--- config.mk ---
export PLATFORM = sky130hd
export DESIGN_NAME = alu_arbiter
export DESIGN_NICKNAME = d
export VERILOG_FILES = /design/src/rtl/alu_arbiter.sv
export SDC_FILE = /design/constraint.sdc
export NUM_CORES = 1
export LEC_CHECK = 0
export ABC_CLOCK_PERIOD_IN_PS = 2300
export CAP_MARGIN = 20
export CORE_AREA = 4 4 198 200
export DETAILED_ROUTE_END_ITERATION = 12
export DIE_AREA = 0 0 202 204
export GPL_TIMING_DRIVEN = 0
export PLACE_DENSITY = 0.63
export SLEW_MARGIN = 20
export SYNTH_ARGS = -nofsm -noshare
export SYNTH_HDL_FRONTEND = slang
export SYNTH_SLANG_ARGS = --single-unit
--- constraint.sdc ---
create_clock -name clk -period 2.3 [get_ports clk]
set_input_delay 0.23 -clock clk [delete_from_list [all_inputs] [get_ports clk]]
set_output_delay 0.23 -clock clk [all_outputs]
set_load 0.02 [all_outputs]
--- src/rtl/alu_arbiter.sv ---
// Round-robin arbiter sharing one ALU between the execute stage (port 0) and the auxiliary unit (port 1).
// Optional statistics counters are compiled in when ALU_ARB_STATS_EN is defined.
module alu_arbiter #(
    parameter int WORDS    = 32,
    parameter int CTRLBITS = 4
) (
    input  logic                clk,
    input  logic                rst,

    input  logic                req0_valid,
    output logic                req0_ready,
    input  logic [CTRLBITS-1:0] req0_ctr,
    input  logic [WORDS-1:0]    req0_a,
    input  logic [WORDS-1:0]    req0_b,
    input  logic [WORDS-1:0]    req0_pc,
    input  logic [WORDS-1:0]    req0_imm,
    input  logic                req0_srca,
    input  logic                req0_srcb,

    input  logic                req1_valid,
    output logic                req1_ready,
    input  logic [CTRLBITS-1:0] req1_ctr,
    input  logic [WORDS-1:0]    req1_a,
    input  logic [WORDS-1:0]    req1_b,
    input  logic [WORDS-1:0]    req1_pc,
    input  logic [WORDS-1:0]    req1_imm,
    input  logic                req1_srca,
    input  logic                req1_srcb,

    output logic                rsp0_valid,
    input  logic                rsp0_ready,
    output logic [WORDS-1:0]    rsp0_result,
    output logic                rsp0_zero,

    output logic                rsp1_valid,
    input  logic                rsp1_ready,
    output logic [WORDS-1:0]    rsp1_result,
    output logic                rsp1_zero,

    output logic [CTRLBITS-1:0] alu_ctr,
    output logic [WORDS-1:0]    alu_a,
    output logic [WORDS-1:0]    alu_b,
    output logic [WORDS-1:0]    alu_pc,
    output logic [WORDS-1:0]    alu_imm,
    output logic                alu_srca,
    output logic                alu_srcb,
    input  logic [WORDS-1:0]    alu_result,
    input  logic                alu_zero
`ifdef ALU_ARB_STATS_EN
    ,
    output logic [15:0]         gnt_cnt0,
    output logic [15:0]         gnt_cnt1,
    output logic [15:0]         conflict_cnt
`endif
);

    typedef enum logic {
        PORT0 = 1'b0,
        PORT1 = 1'b1
    } port_e;

    port_e               last_q;
    port_e               iss_owner_q;
    logic                iss_valid_q;
    logic [CTRLBITS-1:0] iss_ctr_q;
    logic [WORDS-1:0]    iss_a_q;
    logic [WORDS-1:0]    iss_b_q;
    logic [WORDS-1:0]    iss_pc_q;
    logic [WORDS-1:0]    iss_imm_q;
    logic                iss_srca_q;
    logic                iss_srcb_q;

    logic                busy0, busy1;
    logic                elig0, elig1;
    logic                cand0, cand1;
    logic                acc0, acc1;
    logic                done0, done1;

    // Readiness is built from eligibility and the competing port only, never from the port's own valid.
    always_comb begin
        busy0      = iss_valid_q && (iss_owner_q == PORT0);
        busy1      = iss_valid_q && (iss_owner_q == PORT1);
        elig0      = !busy0 && (!rsp0_valid || rsp0_ready);
        elig1      = !busy1 && (!rsp1_valid || rsp1_ready);
        cand0      = req0_valid && elig0;
        cand1      = req1_valid && elig1;
        req0_ready = !rst && elig0 && (!cand1 || (last_q == PORT1));
        req1_ready = !rst && elig1 && (!cand0 || (last_q == PORT0));
        acc0       = req0_valid && req0_ready;
        acc1       = req1_valid && req1_ready;
        done0      = busy0;
        done1      = busy1;
    end

    always_ff @(posedge clk) begin
        if (rst) begin
            iss_valid_q <= 1'b0;
            iss_owner_q <= PORT0;
            iss_ctr_q   <= '0;
            iss_a_q     <= '0;
            iss_b_q     <= '0;
            iss_pc_q    <= '0;
            iss_imm_q   <= '0;
            iss_srca_q  <= 1'b0;
            iss_srcb_q  <= 1'b0;
            last_q      <= PORT1;
        end else if (acc0) begin
            iss_valid_q <= 1'b1;
            iss_owner_q <= PORT0;
            iss_ctr_q   <= req0_ctr;
            iss_a_q     <= req0_a;
            iss_b_q     <= req0_b;
            iss_pc_q    <= req0_pc;
            iss_imm_q   <= req0_imm;
            iss_srca_q  <= req0_srca;
            iss_srcb_q  <= req0_srcb;
            last_q      <= PORT0;
        end else if (acc1) begin
            iss_valid_q <= 1'b1;
            iss_owner_q <= PORT1;
            iss_ctr_q   <= req1_ctr;
            iss_a_q     <= req1_a;
            iss_b_q     <= req1_b;
            iss_pc_q    <= req1_pc;
            iss_imm_q   <= req1_imm;
            iss_srca_q  <= req1_srca;
            iss_srcb_q  <= req1_srcb;
            last_q      <= PORT1;
        end else begin
            iss_valid_q <= 1'b0;
        end
    end

    // An empty issue stage presents the all-ones code so the ALU produces a harmless zero result.
    always_comb begin
        alu_ctr  = iss_valid_q ? iss_ctr_q : '1;
        alu_a    = iss_a_q;
        alu_b    = iss_b_q;
        alu_pc   = iss_pc_q;
        alu_imm  = iss_imm_q;
        alu_srca = iss_srca_q;
        alu_srcb = iss_srcb_q;
    end

    // Refill takes priority over a simultaneous pop.
    always_ff @(posedge clk) begin
        if (rst) begin
            rsp0_valid  <= 1'b0;
            rsp0_result <= '0;
            rsp0_zero   <= 1'b0;
        end else if (done0) begin
            rsp0_valid  <= 1'b1;
            rsp0_result <= alu_result;
            rsp0_zero   <= alu_zero;
        end else if (rsp0_ready) begin
            rsp0_valid  <= 1'b0;
        end
    end

    always_ff @(posedge clk) begin
        if (rst) begin
            rsp1_valid  <= 1'b0;
            rsp1_result <= '0;
            rsp1_zero   <= 1'b0;
        end else if (done1) begin
            rsp1_valid  <= 1'b1;
            rsp1_result <= alu_result;
            rsp1_zero   <= alu_zero;
        end else if (rsp1_ready) begin
            rsp1_valid  <= 1'b0;
        end
    end

`ifdef ALU_ARB_STATS_EN
    always_ff @(posedge clk) begin
        if (rst) begin
            gnt_cnt0     <= '0;
            gnt_cnt1     <= '0;
            conflict_cnt <= '0;
        end else begin
            if (acc0 && (gnt_cnt0 != 16'hFFFF))
                gnt_cnt0 <= gnt_cnt0 + 16'd1;
            if (acc1 && (gnt_cnt1 != 16'hFFFF))
                gnt_cnt1 <= gnt_cnt1 + 16'd1;
            if (cand0 && cand1 && (conflict_cnt != 16'hFFFF))
                conflict_cnt <= conflict_cnt + 16'd1;
        end
    end
`endif

endmodule

# [Yosys cells after proc, flatten, opt, wreduce, memory -nomap -nowiden]
# Cells that the tools add are included.
# Widths: inputs -> output; s select.
[word_totals] input_bits=307 word_cells=68 register_bits=205
[op_classes] n_reduce_logical=27 mux=23 bitwise=2
[op_table] cell="$mux 32" count=8
[op_table] cell="$logic_and 1x1->1" count=12
[op_table] cell="$mux 1" count=12
[op_table] cell="$mux 4" count=3
[op_table] cell="$logic_not 1->1" count=7
[op_table] cell="$reduce_bool 2->1" count=3
[op_table] cell="$logic_or 1x1->1" count=4
[op_table] cell="$not 1->1" count=2
[op_table] cell="$reduce_or 2->1" count=1

# [Logic depth before layout (Yosys ltp)]
# Gate-level depths: netlist (run 1).
[depth] word_depth=11 depth_mapped=9 mapped_depth_nobuf=4

# [Worst setup path after synthesis (run 1)]
# Ideal clock, no wire load.
[synth_timing] path_kind="reg-to-output" startpoint="register rsp0_valid" endpoint="output port req1_ready" required_time_ps=2070 arrival_ps=1802 stages_incl_launch_ff=7 setup_slack_ps=268 path_buffers=3 cell_sequence="dfxtp_1 nor2b_1 nor3b_1 buf_2 buf_4 clkbuf_1 a211oi_1"
[synth_via] elab_chain_len=7
[synth_lines] element="start: declaration" line_no="30" rtl="output logic rsp0_valid,"
[synth_lines] element="start signal: assignment" line_no="148" rtl="rsp0_valid <= 1'b0;"
[synth_lines] element="start signal: assignment" line_no="152" rtl="rsp0_valid <= 1'b1;"
[synth_lines] element="start signal: assignment" line_no="156" rtl="rsp0_valid <= 1'b0;"
[synth_lines] element="$logic_not 1->1" line_no="83" rtl="elig0 = !busy0 && (!rsp0_valid || rsp0_ready);"
[synth_lines] element="$logic_or 1x1->1" line_no="83"
[synth_lines] element="$logic_and 1x1->1" line_no="83"
[synth_lines] element="$logic_and 1x1->1" line_no="85" rtl="cand0 = req0_valid && elig0;"
[synth_lines] element="$logic_not 1->1" line_no="88" rtl="req1_ready = !rst && elig1 && (!cand0 || (last_q == PORT0));"
[synth_lines] element="$logic_or 1x1->1" line_no="88"
[synth_lines] element="$logic_and 1x1->1" line_no="88"
[synth_lines] element="end: declaration" line_no="21" rtl="output logic req1_ready,"
# Every way passes these cells.

# [Worst setup path in the final report (run 1)]
# Same ends and word-level chain as after synthesis.

==> results of run 1 <==
[path summary, 6_finish.rpt]
kind                       start             end  slack (ns)  cells past startpoint
setup / recovery      rsp0_valid      req1_ready       -0.02                      7
hold / removal        req1_a[23]       alu_a[23]        0.29                      3
hold reg to reg   rsp1_result[6]  rsp1_result[6]        0.45                      2
setup reg to reg     iss_valid_q      alu_imm[3]        0.13                      8
[sequential cells by signal (all words and copies together) (netlist names), 4 cells and up]
| name | count |
|---|---|
| alu_a | 32 |
| alu_b | 32 |
| alu_imm | 32 |
| alu_pc | 32 |
| rsp0_result | 32 |
| rsp1_result | 32 |
| iss_ctr_q | 4 |
[where the power goes]
group / internal, uW / switching [uW]
registers: 3880 / 200
clock network: 2410 / 1570
logic: 1410 / 1570
total: 7700 / 3340
[cell type report]
cell class | instances | area share, %
multi-input cells | 762 | 27.7
flip-flops and latches | 205 | 25.8
clock inverters | 10 | 0.824
plain buffers | 153 | 4.84
inverters | 1 | 0.0235
well taps | 511 | 4.01
clock buffers | 32 | 4.28
repair buffers | 521 | 32.6
[through the flow]
stage                     cell area (sq um)  setup TNS (ns)  utilization [%]
after floorplan                        9180               0                -
after global placement                14900          -44.46             39.9
after detailed placement              14900          -44.27             39.9
after CTS                             15900         -0.0990             42.4
after global routing                  15900         -0.0977             42.6
final                                 15900         -0.0206             42.6
[cell usage in the layout (no fill, tap or decap), types with 2 or more instances in the layout]
cell | synthesis | final
clkbuf_2 | 0 | 7
a31oi_1 | 134 | 134
o31ai_1 | 134 | 134
buf_1 | 5 | 5
dfxtp_4 | 0 | 2
nand2_1 | 134 | 134
buf_12 | 0 | 2
clkbuf_1 | 113 | 104
a21oi_1 | 68 | 68
o21ai_0 | 85 | 85
clkbuf_4 | 0 | 6
clkdlybuf4s50_1 | 0 | 507
nor2_1 | 4 | 4
and3_1 | 3 | 3
nand4_1 | 134 | 134
buf_2 | 28 | 19
bufinv_16 | 0 | 3
buf_6 | 8 | 11
or2b_1 | 5 | 5
nor2b_4 | 1 | 2
buf_4 | 4 | 14
dfxtp_1 | 205 | 203
o21ai_2 | 3 | 3
o21ai_1 | 47 | 47
clkinv_2 | 0 | 5
clkbuf_16 | 0 | 26
clkbuf_8 | 0 | 4
[metal layers]
| metal | part of all wire, % | wire, um | global-route usage, % |
|---|---|---|---|
| met1 | 41 | 19400 | 26.7 |
| met2 | 49 | 23300 | 37.6 |
| met3 | 8.8 | 4210 | 5.59 |
| met4 | 1.9 | 913 | 4.37 |
| met5 | 0 | 0 | 0 |
[worst min-delay path, cell delays in order]
cell             delay, ns
clkdlybuf4s50_1       0.39
o21ai_0               0.07
a31oi_1               0.07
[cell families after synthesis]
family                 share of synthesized area, %
and+or+nand+nor                                16.1
DFF                                            44.7
buffers and inverters                          7.70
AOI/OAI and AO/OA                              31.5
[timing repair]
action | in CTS | in global routing
pin swaps | 1 | 2
gates resized for setup | 35 | 25
hold buffers | 0 | 0
endpoints found under the setup margin | 136 | 125
buffers inserted | 8 | 4
==> metrics.csv, run 1 <==
metric,value,unit
io_pins,511,
dp.cells,2146,
relSlewSlack,32.1,%
area.growth.synth_to_final,73.6,%
die_x,202,um
cts_buffer_depth,3,
synth_area_leaders,"dfxtp_1 45%, o31ai_1 11%, a31oi_1 9.1%",
clkTransAtPathRegs,0.06,ns
vias,11513,
crit_buf_inv,4,
setup.worst_path.end_class,output port,
crit_path_max_incr_delay,0.36,ns
fin_crit_sh,101,%
power,11000,uW
wire_per_inst,21.8,um
crit_top_cell,buf_6,
status,"finished, violations left",
post-place-ws,-1.04,ns
final_cells,2195,
p_leak,0.00551,uW
synth_ff_type,dfxtp_1,
crit_chain,"nor2b_4, nor3b_4, buf_6, buf_12, clkbuf_16, a211oi_4, buf_6",
num-nets-final,1975,
die_area,0.0412,sq mm
drive_above_1_share,6.65,%
ys_top_cells_by_count,"205 x dfxtp_1, 134 x a31oi_1, 134 x nand2_1, 134 x nand4_1, 134 x o31ai_1",
max_freq,0.431,GHz
synth.ff_latch_count,205,
tightest_slew,1.02,ns
synth_top_cell_area_share,44.7,%
hold_class,primary input to flop,
setup_viol,1,
hpwl,36.1,mm
grt_max_degree,20,
grt.overflow.total,0,
ant_nets,0,
arrival,2.09,ns
htreeDepth,1,
wl,47.8,mm
syn_nets,1433,
clock_latency,0.52,ns
start_util,24.6,%
synth_warnings,0,
gp_congestion,0.939,
cp_max_fo,10,
crit_type,flop to output port,
cts_made_buffers,24,
syn_area_per_cell,8.16,sq um
worstPathRequired,2.07,ns
rsz0062_at_grt,yes,
vdd_drop_max,0.413,mV
vias_per_cell,5.25,
synth-edff-count,0,
cellPowerDensity,693,mW/mm^2
cts_root_buf,clkbuf_16,
ys_seq_area_share,44.7,%
first_iter_violations,748,
grt_pass1_vias,11403,
synth.most_common_cell,dfxtp_1,
diodes,0,
yosysUniqueCellTypes,28,
die_y,204,um
syn_inst,1126,
setup_ws,-0.0206,ns
cts.sinks,205,
worst_hold_slack,0.289,ns
rows,71,
dr.pass1.iters,5,
failed_checks,negative setup slack,
finalHoldViolations,0,
regArea,0.00411,sq mm
finClkSkew,0.00798,ns
cts_tree,yes,
slew_violations,0,
min_period,2.32,ns
slowest_stage,dfxtp_1,
grt_pass1_wl,70.1,mm
crit_family,buffers and inverters,
grt_usage,21.4,%
multiInputGateArea,0.00441,sq mm
yosys.area.top_type,dfxtp_1,
fillers,3768,
async_flop_share,0,%
syn_area,0.00918,sq mm
antenna_found_initial,0,
drv_cap,0,
numPortBuffers,509,
start_kind,flop,
core_area,0.0374,sq mm
drcViolationCount,0,
Power figures use the tool's default switching activity.
==> run 2, diff against run 1 <==
- ABC_CLOCK_PERIOD_IN_PS: 2300 -> 2500
- clock period: 2.3 -> 2.5 ns (I/O delays scaled with it)
==> run 2 against run 1 <==
Effect of this change:
- the flow now finishes without violations
- sequential power is 8.1% lower
- power is 8.2% lower
- combinational power is 8.7% lower
- flip-flop and latch count stayed put
- worst hold slack better by 0.020 ns
- global-route usage is 0.050 points lower
- critical path depth is 1 higher
- sequential share of layout area is 0.10 points higher
- critical path type unchanged
==> metrics.csv, run 2 (synthesis results as in run 1) <==
metric,value,unit,change
multiInputGateArea,0.00439,sq mm,was 0.00441 sq mm
fillers,3770,,was 3768
cts_tree,yes,,unchanged
setup_viol,0,,was 1
wl,47.4,mm,was 47.8 mm
min_period,2.38,ns,
ant_nets,0,,unchanged
fin_crit_sh,95.3,%,
p_leak,0.00547,uW,was 0.00551 uW
finalHoldViolations,0,,unchanged
relSlewSlack,30.2,%,was 32.1%
slew_violations,0,,unchanged
vias_per_cell,5.23,,was 5.25
worst_hold_slack,0.308,ns,was 0.289 ns
clkPwrFrac,36.1,%,was 36.0%
grt_max_degree,20,,unchanged
hold_start,req1_a[23],,unchanged
grt.overflow.total,0,,unchanged
die_x,202,um,unchanged
cts_buffer_depth,3,,unchanged
crit_family,buffers and inverters,,unchanged
worstPathRequired,2.25,ns,was 2.07 ns
hpwl,36.1,mm,unchanged
grt_pass1_vias,11390,,was 11403
io_pins,511,,unchanged
numPortBuffers,509,,unchanged
first_iter_violations,725,,was 748
p_sw,3070,uW,was 3340 uW
crit_type,flop to output port,,unchanged
layout_commonest_cell,clkdlybuf4s50_1,,unchanged
gp_congestion,0.939,,unchanged
crit_path_max_incr_delay,0.37,ns,was 0.36 ns
die_area,0.0412,sq mm,unchanged
cts_root_buf,clkbuf_16,,unchanged
drv_cap,0,,unchanged
cellPowerDensity,639,mW/mm^2,was 693 mW/mm^2
tightest_slew,1.05,ns,was 1.02 ns
r2r_slack,0.24,ns,was 0.13 ns
start_util,24.6,%,unchanged
core_area,0.0374,sq mm,unchanged
max_freq,0.420,GHz,
tns,0,ns,was -0.0206 ns
grt_pass1_wl,69.9,mm,was 70.1 mm
cts_hold_buffers,0,,unchanged
slowest_stage,dfxtp_4,,was dfxtp_1
num-nets-final,1971,,was 1975
die_y,204,um,unchanged
clock_latency,0.52,ns,about the same
r2r_cells,8,,unchanged
crit_top_cell,buf_6,,unchanged
final_cell_mix,"507 x clkdlybuf4s50_1, 203 x dfxtp_1",,unchanged
status,"complete, no violations",,"was finished, violations left"
crit_chain,"nor2b_4, buf_6, nor3b_1, buf_4, buf_12, clkbuf_16, a211oi_4, buf_6",,"was nor2b_4, nor3b_4, buf_6, buf_12, clkbuf_16, a211oi_4, buf_6"
diodes,0,,unchanged
vdd_drop_max,0.380,mV,was 0.413 mV
arrival,2.13,ns,was 2.09 ns
antenna_found_initial,0,,unchanged
wire_per_inst,21.6,um,was 21.8 um
rsz0062_at_grt,no,,was yes
rows,71,,unchanged
crit_buf_inv,5,,was 4
hold_class,primary input to flop,,unchanged
pwr-share-comb,26.9,%,was 27.0%
r2r-end,alu_b[13],,was alu_imm[3]
cts.sinks,205,,unchanged
regArea,0.00411,sq mm,about the same
switching_share,30.3,%,about the same
drcViolationCount,0,,unchanged
cp_max_fo,10,,unchanged
hold_depth,3,,unchanged
finClkSkew,0.00759,ns,was 0.00798 ns
drive_above_1_share,6.13,%,was 6.65%
holdPathEnd,alu_a[23],,unchanged
reg2reg_from,iss_owner_q,,was iss_valid_q
clkTransAtPathRegs,0.06,ns,about the same
seq_power_share,37.0,%,about the same
vias,11463,,was 11513
grt_usage,21.4,%,about the same
cts_made_buffers,24,,unchanged
dr.pass1.iters,5,,unchanged
fin_util,42.4,%,was 42.6%
start_kind,flop,,unchanged
setup.worst_path.end_class,output port,,unchanged
area.growth.synth_to_final,72.8,%,was 73.6%
htreeDepth,1,,unchanged
intPower,7070,uW,was 7700 uW
run 2: cell type report:
class,instances,area share (%)
clock inverter,10,0.828
sequential,205,25.9
clock buffer,32,4.30
tap,511,4.03
multi-input combinational,762,27.6
timing repair buffer,515,32.4
inverter,1,0.0237
buffer,155,4.86
run 2: per-stage QoR:
step,instances,instance area [sq um],setup WS [ns],power [uW]
after floorplan,1126,9180,0.448,4990
after global placement,2146,14900,-0.822,6480
after detailed placement,2146,14900,-0.876,6490
after CTS,2189,15800,-0.00196,10200
after global routing,2191,15900,0.00228,10500
final,2191,15900,0.119,10100
run 2: worst max path at each step:
stage,start,endpoint,slack [ns],cells after the start
4_1_cts,iss_valid_q,req1_ready,-0.002,8
2_1_floorplan,rsp0_valid,req1_ready,0.45,6
3_3_place_gp,rst,req0_ready,-0.82,6
6_report,iss_valid_q,req1_ready,0.12,8
5_1_grt,iss_valid_q,req1_ready,0.002,8
3_5_place_dp,rst,req0_ready,-0.88,6
run 2: power by group through the flow:
| stage | combinational, uW | sequential, uW | clock, uW |
|---|---|---|---|
| 2_1_floorplan | 857 | 4130 | 0 |
| 3_3_place_gp | 2670 | 3820 | 0 |
| 3_5_place_dp | 2680 | 3820 | 0 |
| 4_1_cts | 2720 | 3750 | 3720 |
| 5_1_grt | 2900 | 3780 | 3850 |
| 6_report | 2720 | 3750 | 3660 |
run 2: routing by layer:
| layer | wire length [um] | vias to the layer above | global-route usage (%) |
|---|---|---|---|
| li1 | - | 5379 | - |
| met1 | 19000 | 5436 | 26.6 |
| met2 | 23300 | 581 | 37.4 |
| met3 | 4280 | 67 | 5.54 |
| met4 | 923 | 0 | 4.61 |
| met5 | 0 | - | 0 |
run 2: timing repair:
action | in CTS | in global routing
setup endpoints to repair | 52 | 132
buffers inserted | 2 | 4
pin swaps | 1 | 0
endpoints found under the hold margin | 0 | 0
resized for setup | 31 | 18
run 2: worst register-to-register path, stage by stage, from the launching register on:
cell	delay, ns
dfxtp_2	0.36
nand2_1	0.08
buf_4	0.17
and3_1	0.18
buf_2	0.32
buf_4	0.27
clkbuf_1	0.48
o31ai_1	0.15
a31oi_1	0.17
==> run 3, diff against run 2 <==
- REMOVE_ABC_BUFFERS: default -> 1
==> run 3 against run 2 <==
Effect of this change:
- via count is 3.7% lower
- largest cell class unchanged
- cell count shrank 5.2%
- non-clock buffer count is 121 lower
- utilization fell by 0.44 points
==> metrics.csv, run 3 (synthesis results as in run 1) <==
metric,value,unit,change
status,"complete, no violations",,unchanged
start_kind,flop,,unchanged
die_x,202,um,unchanged
max_freq,0.424,GHz,was 0.420 GHz
htreeDepth,1,,unchanged
finalHoldViolations,0,,unchanged
first_iter_violations,703,,was 725
cts_tree,yes,,unchanged
die_y,204,um,unchanged
grt_pass1_vias,10767,,was 11390
cellPowerDensity,636,mW/mm^2,was 639 mW/mm^2
p_leak,0.00539,uW,was 0.00547 uW
worstPathRequired,2.89,ns,was 2.25 ns
grt_usage,19.6,%,was 21.4%
tightest_slew,0.956,ns,was 1.05 ns
rsz0062_at_grt,no,,unchanged
switching_share,30.5,%,was 30.3%
num-nets-final,1856,,was 1971
relSlewSlack,36.0,%,was 30.2%
seq_power_share,37.4,%,was 37.0%
dr.pass1.iters,5,,unchanged
gp_congestion,0.795,,was 0.939
layout_commonest_cell,clkdlybuf4s50_1,,unchanged
area.growth.synth_to_final,71.0,%,was 72.8%
fin_crit_sh,94.3,%,was 95.3%
die_area,0.0412,sq mm,unchanged
met1_length,18.0,mm,was 19.0 mm
final_cell_mix,"507 x clkdlybuf4s50_1, 203 x dfxtp_1, 134 x nand4_1, 134 x o31ai_1, 134 x a31oi_1",,"was 507 x clkdlybuf4s50_1, 203 x dfxtp_1"
grt.overflow.total,0,,unchanged
grt_max_degree,140,,was 20
vias_per_cell,5.31,,was 5.23
arrival,2.75,ns,was 2.13 ns
io_pins,511,,unchanged
vdd_drop_max,0.457,mV,was 0.380 mV
clkTransAtPathRegs,0.06,ns,about the same
cts_buffer_depth,3,,unchanged
setup_viol,0,,unchanged
cts_root_buf,clkbuf_16,,unchanged
wl,44.0,mm,was 47.4 mm
fillers,3732,,was 3770
intPower,6940,uW,was 7070 uW
drive_above_1_share,6.45,%,was 6.13%
drcViolationCount,0,,unchanged
start_util,24.6,%,unchanged
clkPwrFrac,35.7,%,was 36.1%
hpwl,28.7,mm,was 36.1 mm
wl_met2,20.5,mm,was 23.3 mm
wire_per_inst,21.2,um,was 21.6 um
cts.sinks,205,,unchanged
finClkSkew,0.00741,ns,was 0.00759 ns
ant_nets,0,,unchanged
p_sw,3050,uW,was 3070 uW
crit_type,flop to flop,,was flop to output port
drv_cap,0,,unchanged
top_layer,met4,,unchanged
setup.worst_path.end_class,flop,,was output port
clock_latency,0.53,ns,was 0.52 ns
numPortBuffers,510,,was 509
vias,11036,,was 11463
grt_pass1_wl,65.1,mm,was 69.9 mm
route.met3.wl,4.10,mm,was 4.28 mm
rows,71,,unchanged
tns,0,ns,unchanged
slew_violations,0,,unchanged
min_period,2.36,ns,was 2.38 ns
cts_hold_buffers,0,,unchanged
pwr-share-comb,26.9,%,about the same
core_area,0.0374,sq mm,unchanged
diodes,0,,unchanged
cp_max_fo,58,,was 10
cts_made_buffers,25,,was 24
fin_util,42.0,%,was 42.4%
antenna_found_initial,0,,unchanged
hold_class,primary input to flop,,unchanged
[run 3: changes by cell type in the layout (fill, tap and decap cells not counted), moves of 3 or more]
cell / previous run / this run
buf_2: 19 / 0
clkbuf_2: 5 / 0
buf_16: 0 / 9
clkbuf_1: 107 / 7
bufinv_16: 3 / 0
clkbuf_8: 3 / 8
buf_1: 5 / 0
clkbuf_4: 7 / 0
buf_4: 11 / 19
[run 3: layer usage]
layer,up-vias,track usage (%)
met3,77,6.20
met2,537,32.6
met5,-,0
met1,5262,24.4
met4,0,5.62
li1,5160,-
[run 3: layout make-up]
type                    instances  area (sq um)  share of cell area, %
well taps                     511           639                   4.07
multi-input cells             767          4490                   28.6
clock buffers                  40           762                   4.85
clock inverters                 5          31.3                  0.199
repair buffers                549          5660                   36.0
inverters                       1          11.3                 0.0717
flip-flops and latches        205          4110                   26.2
[run 3: timing repair]
item,4_1_cts,5_1_grt
pin swaps,4,0
cloned,5,0
buffers inserted,7,0
setup endpoints to repair,137,16
endpoints found under the hold margin,0,0
gates resized for setup,19,1
[run 3: stage by stage]
stage,cell area (sq um),power [uW],hold WS (ns),setup WS (ns),std cells
floorplan,8480,4920,0.319,-15.80,968
global placement,14200,6230,0.441,-25.46,1989
detailed placement,14800,6420,0.446,-1.07,2025
CTS,15700,10100,0.0489,0.00608,2079
global route,15700,10400,0.0748,0.0232,2078
finish,15700,9990,0.0767,0.142,2078
[run 3: power by group through the flow]
| stage | combinational, uW | sequential [uW] | clock [uW] |
|---|---|---|---|
| 2_1_floorplan | 793 | 4130 | 0 |
| 3_3_place_gp | 2460 | 3760 | 0 |
| 5_1_grt | 2850 | 3770 | 3750 |
| 4_1_cts | 2690 | 3740 | 3650 |
| 6_report | 2680 | 3740 | 3560 |
| 3_5_place_dp | 2630 | 3790 | 0 |
[run 3: final timing paths]
kind | from | slack (ns) | depth (start not counted) | endpoint
worst max register to register | iss_valid_q | 0.14 | 7 | alu_srcb
worst min register to register | rsp1_result[14] | 0.45 | 2 | rsp1_result[14]
worst min-delay path | rst | 0.08 | 2 | rsp0_zero
worst max-delay path | iss_valid_q | 0.14 | 7 | alu_srcb
[run 3: worst max-delay path: stages, from the launching register on]
cell	delay [ns]
dfxtp_4	0.39
nand2_8	0.27
and3_4	0.31
buf_16	0.28
o21a_4	0.19
buf_12	0.23
buf_16	0.26
a31oi_1	0.15
